## src/rtl/marble_pkg.sv

```systemverilog
// Shared types and constants for the marble board launcher.
package marble_pkg;

    typedef enum logic [1:0] {
        IDLE    = 2'd0,
        RELEASE = 2'd1,
        FLIGHT  = 2'd2,
        DONE    = 2'd3
    } state_t;

    localparam logic [1:0] DC_NONE      = 2'd0;
    localparam logic [1:0] DC_INTERCEPT = 2'd1;
    localparam logic [1:0] DC_EMPTY     = 2'd2;
    localparam logic [1:0] DC_TIMEOUT   = 2'd3;

endpackage

```

## src/rtl/marble_launcher_flight_timer.sv

```systemverilog
// Counts idle FLIGHT cycles; expired flags the last allowed cycle of a flight.
module flight_timer #(
    parameter int TIMEOUT = 255
) (
    input  logic clk,
    input  logic rst,
    input  logic clear,
    input  logic enable,
    output logic expired
);
    localparam int TW = (TIMEOUT > 1) ? $clog2(TIMEOUT) : 1;

    logic [TW-1:0] count_reg;

    always_ff @(posedge clk) begin
        if (rst || clear) begin
            count_reg <= '0;
        end else if (enable) begin
            count_reg <= count_reg + 1'b1;
        end
    end

    // Decoded from the registered count, so it is high only in the cycle the
    // count reaches TIMEOUT-1 while the flight is still idle.
    assign expired = enable && (count_reg == TW'(TIMEOUT - 1));

endmodule

```

## src/rtl/marble_launcher.sv

```systemverilog
// Releases one marble at a time and watches the levers until the run halts.
module marble_launcher
    import marble_pkg::*;
#(
    parameter int BLUE_INIT = 8,
    parameter int RED_INIT  = 8,
    parameter int CNT_W     = 4,
    parameter int TIMEOUT   = 255
) (
    input  logic             clk,
    input  logic             rst,
    input  logic             start,
    input  logic             first_red,
    input  logic             trig_left,
    input  logic             trig_right,
    input  logic             halted,
    output logic             o_blue,
    output logic             o_red,
    output logic [CNT_W-1:0] blue_left,
    output logic [CNT_W-1:0] red_left,
    output logic             busy,
    output logic             done,
    output logic [1:0]       done_code,
    output logic             err_double
);
    localparam logic [CNT_W-1:0] BLUE_FULL = CNT_W'(BLUE_INIT);
    localparam logic [CNT_W-1:0] RED_FULL  = CNT_W'(RED_INIT);

    state_t state_reg;
    logic   timer_clear;
    logic   timer_enable;
    logic   timer_expired;

    assign timer_clear  = (state_reg == RELEASE);
    assign timer_enable = (state_reg == FLIGHT) && !halted && !trig_left && !trig_right;

    flight_timer #(.TIMEOUT(TIMEOUT)) u_timer (
        .clk     (clk),
        .rst     (rst),
        .clear   (timer_clear),
        .enable  (timer_enable),
        .expired (timer_expired)
    );

    always_ff @(posedge clk) begin
        if (rst) begin
            state_reg  <= IDLE;
            o_blue     <= 1'b0;
            o_red      <= 1'b0;
            blue_left  <= BLUE_FULL;
            red_left   <= RED_FULL;
            busy       <= 1'b0;
            done       <= 1'b0;
            done_code  <= DC_NONE;
            err_double <= 1'b0;
        end else begin
            o_blue <= 1'b0;
            o_red  <= 1'b0;
            case (state_reg)
                IDLE, DONE: begin
                    if (start) begin
                        blue_left  <= BLUE_FULL;
                        red_left   <= RED_FULL;
                        done_code  <= DC_NONE;
                        err_double <= 1'b0;
                        if (first_red ? (RED_INIT == 0) : (BLUE_INIT == 0)) begin
                            state_reg <= DONE;
                            done      <= 1'b1;
                            busy      <= 1'b0;
                            done_code <= DC_EMPTY;
                        end else begin
                            state_reg <= RELEASE;
                            done      <= 1'b0;
                            busy      <= 1'b1;
                            if (first_red) begin
                                o_red    <= 1'b1;
                                red_left <= RED_FULL - 1'b1;
                            end else begin
                                o_blue    <= 1'b1;
                                blue_left <= BLUE_FULL - 1'b1;
                            end
                        end
                    end
                end
                RELEASE: begin
                    state_reg <= FLIGHT;
                end
                FLIGHT: begin
                    if (halted) begin
                        state_reg <= DONE;
                        busy      <= 1'b0;
                        done      <= 1'b1;
                        done_code <= DC_INTERCEPT;
                    end else if (trig_left) begin
                        // A simultaneous right trigger is flagged but resolved as left.
                        if (trig_right) begin
                            err_double <= 1'b1;
                        end
                        if (blue_left != '0) begin
                            o_blue    <= 1'b1;
                            blue_left <= blue_left - 1'b1;
                            state_reg <= RELEASE;
                        end else begin
                            state_reg <= DONE;
                            busy      <= 1'b0;
                            done      <= 1'b1;
                            done_code <= DC_EMPTY;
                        end
                    end else if (trig_right) begin
                        if (red_left != '0) begin
                            o_red     <= 1'b1;
                            red_left  <= red_left - 1'b1;
                            state_reg <= RELEASE;
                        end else begin
                            state_reg <= DONE;
                            busy      <= 1'b0;
                            done      <= 1'b1;
                            done_code <= DC_EMPTY;
                        end
                    end else if (timer_expired) begin
                        state_reg <= DONE;
                        busy      <= 1'b0;
                        done      <= 1'b1;
                        done_code <= DC_TIMEOUT;
                    end
                end
                default: state_reg <= IDLE;
            endcase
        end
    end

endmodule

```

## config.mk

```make
export PLATFORM = sky130hd
export DESIGN_NAME = marble_launcher
export DESIGN_NICKNAME = d
export VERILOG_FILES = /design/src/rtl/marble_pkg.sv /design/src/rtl/marble_launcher_flight_timer.sv /design/src/rtl/marble_launcher.sv
export SDC_FILE = /design/constraint.sdc
export NUM_CORES = 1
export LEC_CHECK = 0
export ABC_CLOCK_PERIOD_IN_PS = 1600
export CAP_MARGIN = 20
export CORE_AREA = 2 2 72 74
export CTS_CLUSTER_DIAMETER = 200
export DETAILED_ROUTE_END_ITERATION = 8
export DIE_AREA = 0 0 74 76
export PLACE_DENSITY_LB_ADDON = 0.05
export SYNTH_ARGS = -nofsm -noshare
export SYNTH_HDL_FRONTEND = slang
export SYNTH_SLANG_ARGS = --single-unit
```

## constraint.sdc

```tcl
create_clock -name clk -period 1.6 [get_ports clk]
set_input_delay 0.16 -clock clk [delete_from_list [all_inputs] [get_ports clk]]
set_output_delay 0.16 -clock clk [all_outputs]
set_load 0.02 [all_outputs]
```

==> reports/summary.txt <==
Run status = finished, violations left
Failing checks = negative setup slack
Most frequent cell after synthesis = dfxtp_1
Synth top cells by count = 25 x dfxtp_1, 16 x nor2_1, 14 x a21oi_1, 10 x inv_1, 8 x nand2_1
Congestion Overflow GR = 0
DIE HEIGHT = 76 µm
Max FFs per register = 8
Period minus WS final = 1.65 ns
CP Capture Type = flip-flop
Critical path's slowest cell = or3b_4
Max FO, Critical Path = 4
Sequential area share after synthesis = 0.352
IO Pins = 22
Final setup viols = 2
Syn Inst Count = 167
RSZ-0062 raised after global routing = yes
Vias per cell = 4.74
Final hold violations = 0
Critical-path cell list = inv_2, ha_4, or3b_4, nand3_4, nand4_1, buf_4, o211a_1
CTS tree = yes
Crit path DAT = 1.81 ns
DRC errors left = 0
Leak Pwr = 0.885 nW
Worst-case clock buffer depth = 2
Worst path max stage delay = 0.40 ns
Syn_area_per_cell = 8.51 µm²
Wire length per cell = 13.5 µm
Worst Path Required = 1.77 ns
Largest net degree at the start of global routing = 14
First-pass GRT wire length = 6840 µm
Tightest Pin Transition = 0.333 ns
Buffers on Ports = 21
Register area = 508 µm²
Area grow syn2layout = 54.1%
Worst vdd ir = 0.000390 V
Flop and latch count out of synthesis = 25
Post-synth top area share = 0.352
CP Launch Type = flip-flop
Async SR Flop Fraction = 0
Fillers = 494
Placer congestion estimate = 0.789
Mapped Nets = 181
Root Buffer = clkbuf_8
Cell Rows = 26
HP Class = reg -> reg
First-pass DRT Iterations = 4
Area contributors post-synth = dfxtp_1 35%, ha_1 6.2%, a21oi_1 4.9%
Area of the multi-input gates = 970 µm²
Nets = 242
Power Density = 994 nW/µm²
Syn Std Cell Area = 1420 µm²
H-tree level count = 1
DRT iter0 DRCs = 61
Hold_ws = 0.481 ns
Initial antenna violation count = 0
Routed wire length = 4000 µm
Post-Route Skew = 0.00442 ns
Share of cells above drive strength 1 = 0.348
Yosys cell types = 45
Synth Flop Type = dfxtp_1
Max Slew Vio Count = 0
Post-DP HPWL = 3110 µm
Die X = 74 µm
Dpl ws = -0.158 ns
Vias in the first global route = 1528
Core area = 4910 µm²
GRT Overall Usage = 0.154
Antenna fix cells = 0
Max Cap Viol = 0
Clock Sinks = 25
Antenna Violating Nets Remaining = 0
Clk slew on worst S/H paths = 0.08 ns
Leading area contributor after synthesis = dfxtp_1
Clock Latency Late Sink = 0.27 ns
TritonCTS Buffers = 3
Number of synthesized flops with an enable pin = 0
DR vias = 1408
Crit Path Class = reg -> reg
Max frequency = 607 MHz
Die Area = 5620 µm²
Tot Pwr = 2.18 mW
Period utilization = 1.03
Setup ws final = -0.0466 ns
Synth warn = 0
Slew headroom = 0.777
Initial Util = 0.289
==> area by class of cell <==
class                   instances  area share
clock buffers                   4      0.0206
inverters                      10      0.0171
multi-input cells             124       0.443
flip-flops and latches         25       0.232
well taps                      70      0.0400
repair buffers                 64       0.248
==> cells in the final DEF (no fill, tap or decap), types with 2 or more instances in the layout <==
| cell type | synthesis | final |
|---|---|---|
| nor4b_4 | 1 | 2 |
| buf_6 | 0 | 2 |
| or2_2 | 2 | 2 |
| nand3_1 | 6 | 6 |
| inv_2 | 0 | 4 |
| ha_4 | 0 | 3 |
| a211oi_1 | 3 | 3 |
| nand2_1 | 8 | 8 |
| clkdlybuf4s50_1 | 0 | 20 |
| nand2b_1 | 4 | 3 |
| nor3_1 | 3 | 3 |
| buf_4 | 1 | 41 |
| inv_1 | 10 | 6 |
| a21oi_1 | 14 | 13 |
| nor2_1 | 16 | 16 |
| o22ai_1 | 4 | 3 |
| dfxtp_1 | 25 | 19 |
| o32ai_1 | 3 | 3 |
| nand4_1 | 7 | 7 |
| a31oi_1 | 2 | 2 |
| dfxtp_2 | 0 | 6 |
| ha_1 | 7 | 4 |
| and3_1 | 2 | 2 |
| nor3b_4 | 0 | 2 |
| xor2_1 | 6 | 6 |
| o21a_1 | 3 | 3 |
| clkbuf_8 | 0 | 3 |
| o21ai_0 | 7 | 7 |
==> per-layer routing <==
| metal | GRT usage | vias up | share of wire |
|---|---|---|---|
| met1 | 0.192 | 646 | 0.44 |
| met5 | 0 | - | 0 |
| met3 | 0.0212 | 7 | 0.032 |
| met4 | 0.0673 | 0 | 0.014 |
| met2 | 0.259 | 33 | 0.51 |
| li1 | - | 722 | - |
==> kinds of logic after synthesis <==
| family | Yosys count | share of synthesized area |
|---|---|---|
| compound gates | 47 | 0.212 |
| xor+xnor | 7 | 0.0431 |
| fa+ha+maj | 7 | 0.0616 |
| buf+inv | 18 | 0.0537 |
| flops | 25 | 0.352 |
| mux | 1 | 0.00792 |
| simple gates | 62 | 0.269 |
==> per-stage QoR <==
stage               instances   util  area (µm²)  TNS (ns)
finish                    297  0.446        2190   -0.0797
global route              297  0.446        2190    -0.447
CTS                       295  0.427        2100   -0.0141
detailed placement        290  0.405        1990     -1.89
global placement          290  0.405        1990     -2.19
floorplan                 167      -        1440   -0.0267
==> path summary, 6_finish.rpt <==
| kind | startpoint | to | slack [ns] | cells after the start |
|---|---|---|---|---|
| hold reg to reg | done_code[0] | done_code[0] | 0.48 | 2 |
| setup reg to reg | red_left[1] | busy | -0.05 | 7 |
| setup / recovery | red_left[1] | busy | -0.05 | 7 |
| hold / removal | done_code[0] | done_code[0] | 0.48 | 2 |
==> worst max-delay path: cells and delay by family, from the launching register on <==
| kind | cells | cell delay, ns |
|---|---|---|
| AOI/OAI and AO/OA | 1 | 0.11 |
| adders and majority gates | 1 | 0.13 |
| buffers and inverters | 2 | 0.27 |
| DFF | 1 | 0.33 |
| and+or+nand+nor | 3 | 0.70 |
==> repair_timing <==
action                                  in CTS  in global routing
endpoints found under the setup margin       7                 21
hold buffers                                 0                  0
pin swaps                                    8                  3
endpoints found under the hold margin        0                  0
gates resized for setup                     13                 16
setup buffers                                1                  2
==> where the power goes <==
group          total, mW  internal [mW]  leakage (nW)  switching [mW]
registers          0.739          0.690         0.206          0.0492
clock network      0.376          0.178        0.0228           0.198
logic               1.06          0.553         0.657           0.508
Note: power is estimated with default switching activity, not from simulation.
